<file path="src/rtl/nios_lcell_counter_chain_pkg.sv">
// nios_lcell_pkg: shared constants and helpers for the lcell counter chain
//   MODE_COUNTER / MODE_NORMAL : OPERATION_MODE values
//   CNT_UP / CNT_DN            : updown encodings
//   clamp_to_max               : limit a value to the terminal count
package nios_lcell_pkg;
    localparam MODE_COUNTER = "counter";
    localparam MODE_NORMAL  = "normal";
    localparam logic CNT_UP = 1'b1;
    localparam logic CNT_DN = 1'b0;

    function automatic logic [32:0] clamp_to_max(input logic [32:0] v, input logic [32:0] m);
        return (v > m) ? m : v;
    endfunction
endpackage

</file>
<file path="src/rtl/nios_lcell_counter_chain_if.sv">
// nios_lcell_if: control/status bundle of one counter cell
//   master drives ena, sclr, sload, sload_data, updown, cin
//   slave (the cell) drives regout, cout, tc, ovf
interface nios_lcell_if #(parameter int WIDTH = 16);
    logic             ena;
    logic             sclr;
    logic             sload;
    logic [WIDTH-1:0] sload_data;
    logic             updown;
    logic             cin;
    logic [WIDTH-1:0] regout;
    logic             cout;
    logic             tc;
    logic             ovf;

    modport master (output ena, sclr, sload, sload_data, updown, cin,
                    input  regout, cout, tc, ovf);
    modport slave  (input  ena, sclr, sload, sload_data, updown, cin,
                    output regout, cout, tc, ovf);
endinterface

</file>
<file path="src/rtl/nios_lcell_counter_chain_count_step.sv">
// nios_lcell_count_step: combinational next count, terminal condition and cascade carry
//   regout   : current count
//   updown   : direction (CNT_UP / CNT_DN)
//   count_en : counting qualified this cycle
//   next_val : value after one count step (wrap or saturate applied)
//   term     : count sits at the limit for the current direction
//   cout     : count_en & term, feeds the next cell's cin
module nios_lcell_count_step
    import nios_lcell_pkg::*;
#(
    parameter int             WIDTH     = 16,
    parameter logic [WIDTH:0] MAX_COUNT = {1'b0, {WIDTH{1'b1}}},
    parameter bit             SATURATE  = 1'b0
) (
    input  logic [WIDTH-1:0] regout,
    input  logic             updown,
    input  logic             count_en,
    output logic [WIDTH-1:0] next_val,
    output logic             term,
    output logic             cout
);
    logic [WIDTH:0] cur;

    // One extra bit keeps the +1 at an all-ones MAX_COUNT from aliasing to zero in the compare
    always_comb begin
        cur      = {1'b0, regout};
        term     = (updown == CNT_UP) ? (cur == MAX_COUNT) : (cur == '0);
        next_val = (updown == CNT_UP)
                 ? (term ? (SATURATE ? regout : '0) : WIDTH'(cur + 1'b1))
                 : (term ? (SATURATE ? '0 : WIDTH'(MAX_COUNT)) : WIDTH'(cur - 1'b1));
        cout     = count_en & term;
    end
endmodule

</file>
<file path="src/rtl/nios_lcell_counter_chain.sv">
// nios_lcell_counter_chain: cascadable WIDTH-bit counter/register cell
//   clk, reset_n : clock and synchronous active-low reset
//   bus (slave)  : ena/sclr/sload/sload_data/updown/cin in; regout/cout/tc/ovf out
module nios_lcell_counter_chain
    import nios_lcell_pkg::*;
#(
    parameter int               WIDTH          = 16,
    parameter                   OPERATION_MODE = "counter",
    parameter logic [WIDTH:0]   MAX_COUNT      = {1'b0, {WIDTH{1'b1}}},
    parameter bit               SATURATE       = 1'b0,
    parameter logic [WIDTH-1:0] POWER_UP       = '0,
    parameter bit               CIN_USED       = 1'b0
) (
    input logic         clk,
    input logic         reset_n,
    nios_lcell_if.slave bus
);
    localparam bit IS_CNT = (OPERATION_MODE == MODE_COUNTER);

    logic [WIDTH-1:0] regout_d, regout_q, next_val, load_val;
    logic             tc_d, tc_q, ovf_d, ovf_q;
    logic             count_en, term, step_cout;

    nios_lcell_count_step #(.WIDTH(WIDTH), .MAX_COUNT(MAX_COUNT), .SATURATE(SATURATE)) u_step (
        .regout   (regout_q),
        .updown   (bus.updown),
        .count_en (count_en),
        .next_val (next_val),
        .term     (term),
        .cout     (step_cout)
    );

    always_comb begin
        count_en = bus.ena & (bus.cin | !CIN_USED) & ~bus.sclr & ~bus.sload;
        load_val = WIDTH'(clamp_to_max(33'(bus.sload_data), 33'(MAX_COUNT)));
        regout_d = regout_q;
        tc_d     = 1'b0;
        ovf_d    = ovf_q;
        if (bus.ena && bus.sclr) begin
            regout_d = '0;
            ovf_d    = 1'b0;
        end else if (!IS_CNT) begin
            regout_d = bus.ena ? load_val : regout_q;
        end else if (bus.ena && bus.sload) begin
            regout_d = load_val;
        end else if (count_en) begin
            regout_d = next_val;
            tc_d     = term;
            ovf_d    = ovf_q | term;
        end
    end

    always_ff @(posedge clk) begin
        if (!reset_n) begin
            regout_q <= POWER_UP;
            tc_q     <= 1'b0;
            ovf_q    <= 1'b0;
        end else begin
            regout_q <= regout_d;
            tc_q     <= tc_d;
            ovf_q    <= ovf_d;
        end
    end

    assign bus.regout = regout_q;
    assign bus.cout   = IS_CNT & step_cout;
    assign bus.tc     = tc_q;
    assign bus.ovf    = ovf_q;
endmodule

</file>
<file path="src/flat_wrapper.sv">
// flat-port wrapper written by rule: the top's interface ports become plain ports
module nios_lcell_counter_chain_flat import nios_lcell_pkg::*;
#(
    parameter int               WIDTH          = 16,
    parameter                   OPERATION_MODE = "       ",
    parameter logic [WIDTH:0]   MAX_COUNT      = {1'b0, {WIDTH{1'b1}}},
    parameter bit               SATURATE       = 1'b0,
    parameter logic [WIDTH-1:0] POWER_UP       = '0,
    parameter bit               CIN_USED       = 1'b0
)
  (clk, reset_n, bus_ena, bus_sclr, bus_sload, bus_sload_data, bus_updown, bus_cin, bus_regout, bus_cout, bus_tc, bus_ovf);
  nios_lcell_if #(.WIDTH(WIDTH)) bus_i ();
  input logic clk;
  input logic reset_n;
  input wire logic [$bits(bus_i.ena)-1:0] bus_ena;
  input wire logic [$bits(bus_i.sclr)-1:0] bus_sclr;
  input wire logic [$bits(bus_i.sload)-1:0] bus_sload;
  input wire logic [$bits(bus_i.sload_data)-1:0] bus_sload_data;
  input wire logic [$bits(bus_i.updown)-1:0] bus_updown;
  input wire logic [$bits(bus_i.cin)-1:0] bus_cin;
  output wire logic [$bits(bus_i.regout)-1:0] bus_regout;
  output wire logic [$bits(bus_i.cout)-1:0] bus_cout;
  output wire logic [$bits(bus_i.tc)-1:0] bus_tc;
  output wire logic [$bits(bus_i.ovf)-1:0] bus_ovf;
  assign bus_i.ena = bus_ena;
  assign bus_i.sclr = bus_sclr;
  assign bus_i.sload = bus_sload;
  assign bus_i.sload_data = bus_sload_data;
  assign bus_i.updown = bus_updown;
  assign bus_i.cin = bus_cin;
  assign bus_regout = bus_i.regout;
  assign bus_cout = bus_i.cout;
  assign bus_tc = bus_i.tc;
  assign bus_ovf = bus_i.ovf;
  nios_lcell_counter_chain #(.WIDTH(WIDTH), .OPERATION_MODE(OPERATION_MODE), .MAX_COUNT(MAX_COUNT), .SATURATE(SATURATE), .POWER_UP(POWER_UP), .CIN_USED(CIN_USED)) u_core (.clk(clk), .reset_n(reset_n), .bus(bus_i));
endmodule
</file>
<file path="config.mk">
export PLATFORM = sky130hd
export DESIGN_NAME = nios_lcell_counter_chain_flat
export DESIGN_NICKNAME = d
export VERILOG_FILES = /design/src/rtl/nios_lcell_counter_chain_pkg.sv /design/src/rtl/nios_lcell_counter_chain_if.sv /design/src/rtl/nios_lcell_counter_chain_count_step.sv /design/src/rtl/nios_lcell_counter_chain.sv /design/src/flat_wrapper.sv
export SDC_FILE = /design/constraint.sdc
export NUM_CORES = 1
export LEC_CHECK = 0
export BUFFER_PORTS_ARGS = -buffer_cell sky130_fd_sc_hd__buf_2
export CAP_MARGIN = 20
export CORE_MARGIN = 1.5
export CORE_UTILIZATION = 32
export DETAILED_ROUTE_END_ITERATION = 8
export PLACE_DENSITY = 0.73
export SLEW_MARGIN = 20
export SYNTH_ARGS = -nofsm -noshare
export SYNTH_HDL_FRONTEND = slang
export SYNTH_SLANG_ARGS = --single-unit
</file>
<file path="constraint.sdc">
create_clock -name clk -period 1.4 [get_ports clk]
set_input_delay 0.07 -clock clk [delete_from_list [all_inputs] [get_ports clk]]
set_output_delay 0.07 -clock clk [all_outputs]
set_load 0.005 [all_outputs]
</file>
==> results.cfg <==
[status]
status = completed

[synthesis]
synthDistinctLibCells = 11
syn-cell-area_um2 = 701
yosys_warnings = 0
seq_area_frac_synth_pct = 45.7
postSynthCellCount = 60
avgSynthCellArea_um2 = 11.7
synth-seq-cells = 16

[power]
switchingPower_uw = 204
power.share.switching_pct = 22.9
power_uw = 891
irDropWorstVdd_v = 0.000447
seqPwrFrac_pct = 53.8
leakagePower_uw = 0.000492
powerDensity_nw_per_um2 = 1020
clockPowerShare_pct = 34.1
p_int_uw = 687
combPwrFrac_pct = 12.0

[timing]
slew_violations = 0
relSlewSlack_pct = 65.3
finClkSkew_ns = 0
rsz0062_at_grt = false
tns_ns = 0
fmax_ghz = 1.25
hold_viol = 0
period_minus_slack_ns = 0.803
worst_pin_slew_ns = 0.521
fin_ws_ns = 0.597
setup_viol = 0
fin_crit_sh_pct = 57.4

[detailed_routing]
drtPass1Iterations = 4
via_per_inst = 4.84
postRouteAntennaNets = 0
avgRoutedWirePerCell_um = 11.6
vias = 571
wl_mm = 1.37
drt_iter0_drc = 2
drc = 0

[run]
maxCapViolCount = 0

[global_routing]
grt_max_degree = 33
grt.overflow.total = 0
use_met3_pct = 2.73
globalRouteMet1Util_pct = 15.7
antenna_found_initial = 0
grtUsageMet2_pct = 18.9
track_usage_pct = 11.9
grt_pass1_vias = 525
grt_pass1_wl_mm = 2.26
grt_busiest_layer = met2

[critical_path]
worstSetupPathType = register to output port
cpLargestDelayFamily = flip-flops
r2r-start = u_core.bus.regout[10]$_SDFFE_PP0P_
required_ns = 1.33
crit_path_top_delay_cell = dfxtp_1
crit_arrival_ns = 0.73
worst-r2r-cell-count = 2
rr_endpoint = u_core.bus.regout[10]$_SDFFE_PP0P_
critPathMaxFanout = 2
worstSetupStartpointType = register
crit_chain = buf_2
critPathCaptureType = output port
path_buf_inv = 1
r2r_slack_ns = 0.63
slowest_delay_ns = 0.34

[place]
place_inst = 114
dp_worst_setup_slack_ns = 0.273
dpl.hpwl_um = 913
io_buffer_count = 35
gp_congestion = 0.620

[clock_tree]
cts_root_buf = clkbuf_4
cts.path.max_buffers = 2
cts_setup_buffers = 0
cts-htree-levels = 1
cts-hold-fix-buffers = 0
cts.clk_slew.worst_paths_ns = 0.10
clock_latency_ns = 0.28
numCtsBuffers = 3
cts_tree = done
cts_resized = 0
cts_sinks = 16

[cells_and_area]
fin_nets = 115
register_area_um2 = 320
largest_register_ffs = 16
fillers = 210
instances_no_fill = 118
n_antenna_cell = 0
area_growth_pct = 24.3
mostFrequentLayoutCells = 35 x buf_2, 16 x nor2b_1, 16 x a32o_2, 16 x dfxtp_1
layout_commonest_cell = buf_2
drive_above_1_share_pct = 61.5
multiInputGateArea_um2 = 305

[floorplanning]
die-area_um2 = 2480
core_area_um2 = 2000
initial_utilization_pct = 35.0
num_io_pins = 42
die_w_um = 49.8
die_height_um = 49.8
rows = 16

[hold_path]
hp-class = primary input to register
whs_endpoint = u_core.bus.regout[12]$_SDFFE_PP0P_
hold_path_depth = 2
hold_start = bus_sload_data[12]
per-stage QoR:
stage	instance area [um2]	hold slack, ns	util, %
final	871	0.0247	43.5
after global routing	871	0.0174	43.5
after CTS	871	0.0154	43.5
after detailed placement	835	0.314	41.7
after global placement	835	0.312	41.7
after floorplan	708	0.229	-
power by group through the flow:
stage                     clock, uW  combinational (uW)  sequential (uW)
after floorplan                   0                71.8              493
after global placement            0                 106              490
after detailed placement          0                 108              490
after CTS                       314                 109              480
after global routing            335                 119              483
final                           304                 107              480
synth_stat cells:
| cell type | count | share of area (%) |
|---|---|---|
| buf_2 | 2 | 1.4 |
| nor2b_1 | 16 | 14 |
| buf_8 | 1 | 2.1 |
| a32o_2 | 16 | 26 |
| dfxtp_1 | 16 | 46 |
| buf_6 | 2 | 3.2 |
| buf_4 | 3 | 3.2 |
| nor2b_4 | 1 | 2.0 |
| clkbuf_1 | 1 | 0.54 |
| dlygate4sd1_1 | 1 | 1.3 |
| conb_1 | 1 | 0.54 |
kinds of logic after synthesis:
group / Yosys count / share of synthesized area, %
simple gates: 17 / 16.3
compound gates: 16 / 25.7
buf+inv: 10 / 11.8
flops: 16 / 45.7
other cells: 1 / 0.535
final cells by class:
class,count,share of cell area [%]
timing repair buffer,35,20.1
sequential,16,36.8
tap,27,3.88
multi-input combinational,36,35.1
clock buffer,4,4.17
worst max path at each step:
stage                                       start                                 end  slack (ns)  cells past startpoint
2_1_floorplan                             reset_n  u_core.bus.regout[10]$_SDFFE_PP0P_        0.51                      5
3_3_place_gp                              reset_n   u_core.bus.regout[2]$_SDFFE_PP0P_        0.30                      3
3_5_place_dp                              reset_n  u_core.bus.regout[13]$_SDFFE_PP0P_        0.27                      3
4_1_cts                                   reset_n  u_core.bus.regout[13]$_SDFFE_PP0P_        0.56                      3
5_1_grt                                   reset_n  u_core.bus.regout[13]$_SDFFE_PP0P_        0.52                      3
6_report       u_core.bus.regout[10]$_SDFFE_PP0P_                      bus_regout[10]        0.60                      1
layer usage:
layer | part of all wire (%) | wire, um
met5 | 0 | 0
met4 | 0 | 0
met3 | 6.9 | 94
met2 | 46 | 630
met1 | 47 | 648
(Power assumes the default switching activity.)
